File: src/rtl/sprite_pixel_fetch.sv
// sprite_pixel_fetch: two-sprite hit test, ROM addressing and A-over-B resolve; SPRITE_FLIP_EN enables horizontal mirroring
module sprite_pixel_fetch #(
  parameter int SPR_W  = 32,
  parameter int SPR_H  = 32,
  parameter int H_BITS = 10,
  parameter int V_BITS = 10
) (
  input  logic                             clk,
  input  logic                             rst,
  input  logic                             frame_start,
  input  logic [H_BITS-1:0]                a_x,
  input  logic [H_BITS-1:0]                b_x,
  input  logic [V_BITS-1:0]                a_y,
  input  logic [V_BITS-1:0]                b_y,
  input  logic                             a_face,
  input  logic                             b_face,
  input  logic [H_BITS-1:0]                h_cnt,
  input  logic [V_BITS-1:0]                v_cnt,
  input  logic                             video_on,
  output logic [$clog2(SPR_W*SPR_H)-1:0]   a_rom_addr,
  output logic [$clog2(SPR_W*SPR_H)-1:0]   b_rom_addr,
  input  logic [3:0]                       a_rom_data,
  input  logic [3:0]                       b_rom_data,
  output logic [3:0]                       color_index,
  output logic                             is_b,
  output logic                             pix_valid
);
  localparam int XW = $clog2(SPR_W);
  localparam int YW = $clog2(SPR_H);
  localparam int AW = XW + YW;

  // Widened compares so a sprite near the right/bottom edge clips instead of wrapping to 0.
  function automatic logic in_box(input logic [H_BITS-1:0] h, input logic [H_BITS-1:0] x,
                                  input logic [V_BITS-1:0] v, input logic [V_BITS-1:0] y);
    return ({1'b0, h} >= {1'b0, x}) && ({1'b0, h} < {1'b0, x} + (H_BITS+1)'(SPR_W)) &&
           ({1'b0, v} >= {1'b0, y}) && ({1'b0, v} < {1'b0, y} + (V_BITS+1)'(SPR_H));
  endfunction

  // Mirrored column is SPR_W-1-dx, which for a power-of-two width is the bitwise inverse.
  function automatic logic [AW-1:0] addr_of(input logic [H_BITS-1:0] h, input logic [H_BITS-1:0] x,
                                            input logic [V_BITS-1:0] v, input logic [V_BITS-1:0] y,
                                            input logic flip);
    logic [XW-1:0] dx;
    dx = XW'(h - x);
    return {YW'(v - y), flip ? ~dx : dx};
  endfunction

  logic [H_BITS-1:0] ax_q, ax_d, bx_q, bx_d;
  logic [V_BITS-1:0] ay_q, ay_d, by_q, by_d;
  logic              shadow_ok_q, shadow_ok_d;
  logic              a_hit1_q, a_hit1_d, b_hit1_q, b_hit1_d;
  logic              a_hit2_q, a_hit2_d, b_hit2_q, b_hit2_d;
  logic [AW-1:0]     a_addr_q, a_addr_d, b_addr_q, b_addr_d;
  logic              a_flip, b_flip;

`ifdef SPRITE_FLIP_EN
  logic af_q, af_d, bf_q, bf_d;
  // Face bits shadowed alongside positions so mirroring also changes only at frame boundaries.
  always_comb begin
    af_d = frame_start ? a_face : af_q;
    bf_d = frame_start ? b_face : bf_q;
  end
  // Face shadow registers.
  always_ff @(posedge clk or posedge rst) begin
    if (rst) begin
      af_q <= 1'b0;
      bf_q <= 1'b0;
    end else begin
      af_q <= af_d;
      bf_q <= bf_d;
    end
  end
  assign a_flip = af_q;
  assign b_flip = bf_q;
`else
  logic unused_face;
  assign unused_face = a_face ^ b_face;
  assign a_flip = 1'b0;
  assign b_flip = 1'b0;
`endif

  // Shadow capture, stage-0 hit test/address, and hit flags delayed to line up with ROM data.
  always_comb begin
    ax_d        = frame_start ? a_x : ax_q;
    ay_d        = frame_start ? a_y : ay_q;
    bx_d        = frame_start ? b_x : bx_q;
    by_d        = frame_start ? b_y : by_q;
    shadow_ok_d = shadow_ok_q | frame_start;
    a_hit1_d    = video_on && shadow_ok_q && in_box(h_cnt, ax_q, v_cnt, ay_q);
    b_hit1_d    = video_on && shadow_ok_q && in_box(h_cnt, bx_q, v_cnt, by_q);
    a_addr_d    = a_hit1_d ? addr_of(h_cnt, ax_q, v_cnt, ay_q, a_flip) : '0;
    b_addr_d    = b_hit1_d ? addr_of(h_cnt, bx_q, v_cnt, by_q, b_flip) : '0;
    a_hit2_d    = a_hit1_q;
    b_hit2_d    = b_hit1_q;
  end

  // Pipeline and shadow registers.
  always_ff @(posedge clk or posedge rst) begin
    if (rst) begin
      ax_q        <= '0;
      ay_q        <= '0;
      bx_q        <= '0;
      by_q        <= '0;
      shadow_ok_q <= 1'b0;
      a_hit1_q    <= 1'b0;
      b_hit1_q    <= 1'b0;
      a_hit2_q    <= 1'b0;
      b_hit2_q    <= 1'b0;
      a_addr_q    <= '0;
      b_addr_q    <= '0;
    end else begin
      ax_q        <= ax_d;
      ay_q        <= ay_d;
      bx_q        <= bx_d;
      by_q        <= by_d;
      shadow_ok_q <= shadow_ok_d;
      a_hit1_q    <= a_hit1_d;
      b_hit1_q    <= b_hit1_d;
      a_hit2_q    <= a_hit2_d;
      b_hit2_q    <= b_hit2_d;
      a_addr_q    <= a_addr_d;
      b_addr_q    <= b_addr_d;
    end
  end

  assign a_rom_addr = a_addr_q;
  assign b_rom_addr = b_addr_q;

  // Resolve against the ROM's registered data; A wins any overlap, zero index is transparent.
  always_comb begin
    logic a_op, b_op;
    a_op        = a_hit2_q && (a_rom_data != 4'd0);
    b_op        = b_hit2_q && (b_rom_data != 4'd0);
    color_index = a_op ? a_rom_data : b_op ? b_rom_data : 4'd0;
    is_b        = !a_op && b_op;
    pix_valid   = a_op || b_op;
  end
endmodule

File: config.mk
export PLATFORM = sky130hd
export DESIGN_NAME = sprite_pixel_fetch
export DESIGN_NICKNAME = d
export VERILOG_FILES = /design/src/rtl/sprite_pixel_fetch.sv
export SDC_FILE = /design/constraint.sdc
export NUM_CORES = 1
export LEC_CHECK = 0
export ABC_AREA = 0
export BUFFER_PORTS_ARGS = -buffer_cell sky130_fd_sc_hd__buf_2
export CAP_MARGIN = 20
export CORE_AREA = 2 2 117 74
export DETAILED_ROUTE_END_ITERATION = 8
export DIE_AREA = 0 0 119 76
export PLACE_DENSITY = 0.8
export SLEW_MARGIN = 20
export SYNTH_ARGS = -nofsm -noshare
export SYNTH_HDL_FRONTEND = slang
export SYNTH_SLANG_ARGS = --single-unit
File: constraint.sdc
create_clock -name clk -period 2.5 [get_ports clk]
set_input_delay 0.625 -clock clk [delete_from_list [all_inputs] [get_ports clk]]
set_output_delay 0.625 -clock clk [all_outputs]
set_load 0.01 [all_outputs]
==> qor.txt <==
FLOORPLANNING
----------------------------------------------------------------------------------
Core area                                                               8100 sq um
Number of primary I/O pins                                                     100
Vertical extent of the die                                                   76 um
Total number of placement rows                                                  26
Starting utilization of the core area                                        52.7%
Area of the die                                                         9040 sq um
Chip width                                                                  119 um

CLOCK TREE
----------------------------------------------------------------------------------
Clock latency reported for the late side of the worst-skew pair            0.33 ns
Root Buffer Master                                                    sky130_fd_sc_hd__clkbuf_16
Clk slew on worst S/H paths                                                0.05 ns
Hold buffers post-CTS                                                            0
Maximum buffer depth of the clock tree                                           2
Number of buffers added by the clock tree synthesis step                         9
Count of clock tree sinks                                                       65
Setup Fix Bufs, Post-CTS                                                         0
Number of levels in the clock H-tree                                             3
TritonCTS clock tree                                                          done

YOSYS
----------------------------------------------------------------------------------
Post-Syn Nets                                                                  601
Synthesized area                                                        4270 sq um
Avg Inst Size Synth                                                     9.30 sq um
Fraction of the yosys area taken by sequential cells                         38.1%
Distinct cell type count after synthesis                                        47
Share of synthesized registers carrying an async set or reset                 100%
Ys Warns                                                                         0
#FFs+latches synth                                                              65
Most used flip-flop cell after synthesis                              sky130_fd_sc_hd__dfrtp_1
Count of flip-flops with a built-in enable after synthesis                       0
Number of standard cells after synthesis                                       459

GLOBAL ROUTE
----------------------------------------------------------------------------------
Global-route congestion overflow total                                           0
Pin count of the biggest net entering global routing                            66
Global-route wire length before repair                                    17100 um
Initial antenna violation count                                                  0
Number of global-route vias before repair                                     3709
Aggregate global-route resource usage                                        24.2%

STA
----------------------------------------------------------------------------------
Number of max-slew violations in the final report                                0
Endpoints failing hold                                                           0
Final hold slack                                                          0.346 ns
Clock Skew                                                              0.00704 ns
Period utilization                                                           94.5%
Max transition margin                                                        56.9%
Tmin final                                                                 2.36 ns
Worst slew pin tran                                                       0.646 ns
Unrepaired setup endpoints after global routing                                 no
Setup violators final                                                            0
Highest Clock Rate                                                       0.423 GHz

CRITICAL PATH
----------------------------------------------------------------------------------
Worst Path Class, Setup                                                  in -> out
Data arrival time at the worst-slack endpoint                              1.74 ns
Crit path max fanout                                                             3
Nature of the critical path startpoint                                primary input
Crit end category                                                       output pin
Endpoint required time on the critical path                                1.88 ns

CELLS AND AREA
----------------------------------------------------------------------------------
Layout filler cell count                                                       672
Nets                                                                           708
Sequential cell area                                                    1630 sq um
Antenna cell count                                                               0
Proportion of layout cells with a drive suffix above 1                       24.7%
Combined area of the multi-input logic cells                            2410 sq um
Signed area change from the synthesized netlist to the final layout          23.1%
Final cell count without fillers                                               683

RUN STATUS
----------------------------------------------------------------------------------
Status                                                                complete, no violations

ROUTING
----------------------------------------------------------------------------------
1st-pass router iterations                                                       5
Starting DRC count in detailed routing                                         265
WL per Instance                                                            15.2 um
Number of nets with antenna violations after routing                             0
Final wirelength                                                          10400 um
Vias                                                                          3706
Via-per-instance ratio                                                        5.43
Number of DRC violations after detailed routing                                  0

MIN PATH
----------------------------------------------------------------------------------
Path category of the worst min-delay check                              reg -> reg

PWR
----------------------------------------------------------------------------------
Worst ir drop on vdd                                                      0.347 mV
Leakage dissipation                                                        2.78 nW
Power density cells                                                    612 nW/um^2

PLACED DESIGN
----------------------------------------------------------------------------------
IO Port Bufs                                                                    97
Instance count after placement with tap cells included                         667
GP Congestion                                                                0.889
HPWL after detailed placement                                              7900 um

RUN
----------------------------------------------------------------------------------
Maximum Capacitance Violations                                                   0

worst max-delay path: stages:
cell                      delay [ns]
sky130_fd_sc_hd__buf_2          0.10
sky130_fd_sc_hd__o41ai_1        0.45
sky130_fd_sc_hd__nor2b_1        0.27
sky130_fd_sc_hd__a22o_1         0.16
sky130_fd_sc_hd__buf_2          0.12
path summary, 6_finish.rpt:
kind                                from        endpoint  slack [ns]  cells past startpoint
max reg2reg                      ax_q[5]   a_rom_addr[9]        0.15                      9
min reg2reg                     a_hit1_q        a_hit2_q        0.35                      0
max in group asynchronous            rst   a_rom_addr[6]        1.84                      3
max                        a_rom_data[1]  color_index[2]        0.14                      5
min in group asynchronous            rst   b_rom_addr[4]        0.36                      3
min                             a_hit1_q        a_hit2_q        0.35                      0
stage by stage:
| step | setup TNS, ns | power (W) | instance area (sq um) | util [%] | setup slack, ns |
|---|---|---|---|---|---|
| 6_report | 0 | 0.00322 | 5260 | 64.9 | 0.138 |
| 5_1_grt | 0 | 0.00341 | 5260 | 64.9 | 0.0234 |
| 4_1_cts | 0 | 0.00323 | 5250 | 64.8 | 0.108 |
| 3_5_place_dp | -0.467 | 0.00199 | 4950 | 61.1 | -0.0653 |
| 3_3_place_gp | -0.0325 | 0.00194 | 4950 | 61.1 | -0.00812 |
| 2_1_floorplan | 0 | 0.00173 | 4270 | - | 0.169 |
synthesized netlist by cell type (2+ instances only):
cell type / n / area share [%]
sky130_fd_sc_hd__nor2_2: 8 / 1.2
sky130_fd_sc_hd__nand4_1: 6 / 0.88
sky130_fd_sc_hd__and4b_1: 2 / 0.47
sky130_fd_sc_hd__nand3b_1: 3 / 0.53
sky130_fd_sc_hd__mux2_2: 4 / 1.1
sky130_fd_sc_hd__nor2b_1: 3 / 0.44
sky130_fd_sc_hd__o2111ai_1: 3 / 0.62
sky130_fd_sc_hd__dfrtp_1: 65 / 38
sky130_fd_sc_hd__inv_1: 54 / 4.7
sky130_fd_sc_hd__a21oi_1: 26 / 3.0
sky130_fd_sc_hd__nand4b_1: 2 / 0.41
sky130_fd_sc_hd__xor2_1: 5 / 1.0
sky130_fd_sc_hd__fa_1: 4 / 1.9
sky130_fd_sc_hd__nand2_1: 59 / 5.2
sky130_fd_sc_hd__ha_1: 64 / 19
sky130_fd_sc_hd__clkbuf_1: 6 / 0.53
sky130_fd_sc_hd__nor3_1: 2 / 0.23
sky130_fd_sc_hd__o41ai_1: 2 / 0.41
sky130_fd_sc_hd__and3_1: 2 / 0.29
sky130_fd_sc_hd__o22ai_1: 2 / 0.29
sky130_fd_sc_hd__a21o_1: 6 / 1.1
sky130_fd_sc_hd__nor2_1: 17 / 1.5
sky130_fd_sc_hd__o21ai_0: 47 / 5.5
sky130_fd_sc_hd__o21ai_1: 2 / 0.23
sky130_fd_sc_hd__nand3_1: 15 / 1.8
sky130_fd_sc_hd__xnor2_1: 19 / 3.9
sky130_fd_sc_hd__and4_1: 2 / 0.41
sky130_fd_sc_hd__o211ai_1: 3 / 0.53
sky130_fd_sc_hd__a22o_1: 2 / 0.41
sky130_fd_sc_hd__buf_1: 2 / 0.18
sky130_fd_sc_hd__a211oi_1: 6 / 1.1
metal layers:
metal | track usage [%] | wire, um | up-vias
met5 | 0 | 0 | -
met4 | 4.29 | 74 | 0
met3 | 7.78 | 902 | 13
met2 | 39.3 | 4880 | 141
met1 | 32.1 | 4540 | 1756
li1 | - | - | 1796
cell usage in the layout, fill, tap and decap left out, types with 4 or more instances in the layout:
| cell type | synthesis | layout |
|---|---|---|
| sky130_fd_sc_hd__ha_1 | 64 | 64 |
| sky130_fd_sc_hd__inv_1 | 54 | 53 |
| sky130_fd_sc_hd__mux2_2 | 4 | 4 |
| sky130_fd_sc_hd__a21o_1 | 6 | 6 |
| sky130_fd_sc_hd__nand4_1 | 6 | 6 |
| sky130_fd_sc_hd__buf_4 | 0 | 5 |
| sky130_fd_sc_hd__fa_1 | 4 | 4 |
| sky130_fd_sc_hd__dfrtp_1 | 65 | 65 |
| sky130_fd_sc_hd__nand2_1 | 59 | 59 |
| sky130_fd_sc_hd__buf_2 | 0 | 97 |
| sky130_fd_sc_hd__xor2_1 | 5 | 5 |
| sky130_fd_sc_hd__a211oi_1 | 6 | 6 |
| sky130_fd_sc_hd__clkbuf_16 | 0 | 9 |
| sky130_fd_sc_hd__xnor2_1 | 19 | 19 |
| sky130_fd_sc_hd__nor2_1 | 17 | 17 |
| sky130_fd_sc_hd__nand3_1 | 15 | 15 |
| sky130_fd_sc_hd__a21oi_1 | 26 | 26 |
| sky130_fd_sc_hd__clkbuf_8 | 0 | 4 |
| sky130_fd_sc_hd__nor2_2 | 8 | 8 |
| sky130_fd_sc_hd__o21ai_0 | 47 | 46 |
flip-flops by register name, summed over array words and instances, names as in the netlist:
signal and count:
a_hit1_q 1, a_hit2_q 1, a_rom_addr 10, ax_q 10, ay_q 10, b_hit1_q 1
b_hit2_q 1, b_rom_addr 10, bx_q 10, by_q 10, shadow_ok_q 1
report_power, final:
group	switching, W	internal, W
clock network	0.000448	0.000776
logic	0.000465	0.000358
registers	0.0000450	0.00112
cell type report:
cell class / instances / area share (%)
Clock inverter: 2 / 0.190
Timing Repair Buffer: 105 / 11.1
Sequential cell: 65 / 31.0
Tap cell: 112 / 2.67
Multi-Input combinational cell: 331 / 45.8
Inverter: 54 / 3.86
Clock buffer: 14 / 5.40
kinds of logic (layout without fill, tap and decap cells):
kind of cell	count (synthesis)	count (layout)	synth area share, %
simple gates	128	128	14.7
compound gates	107	107	14.9
fa+ha+maj	68	68	20.6
mux	4	4	1.05
flops	65	65	38.1
xor+xnor	24	24	4.92
buf+inv	63	175	5.71
timing repair:
action | CTS | global route
resized for setup | 0 | 2
endpoints found under the setup margin | 0 | 10
hold endpoints to repair | 0 | 0
No activity file was read; power rests on OpenSTA's default activity.
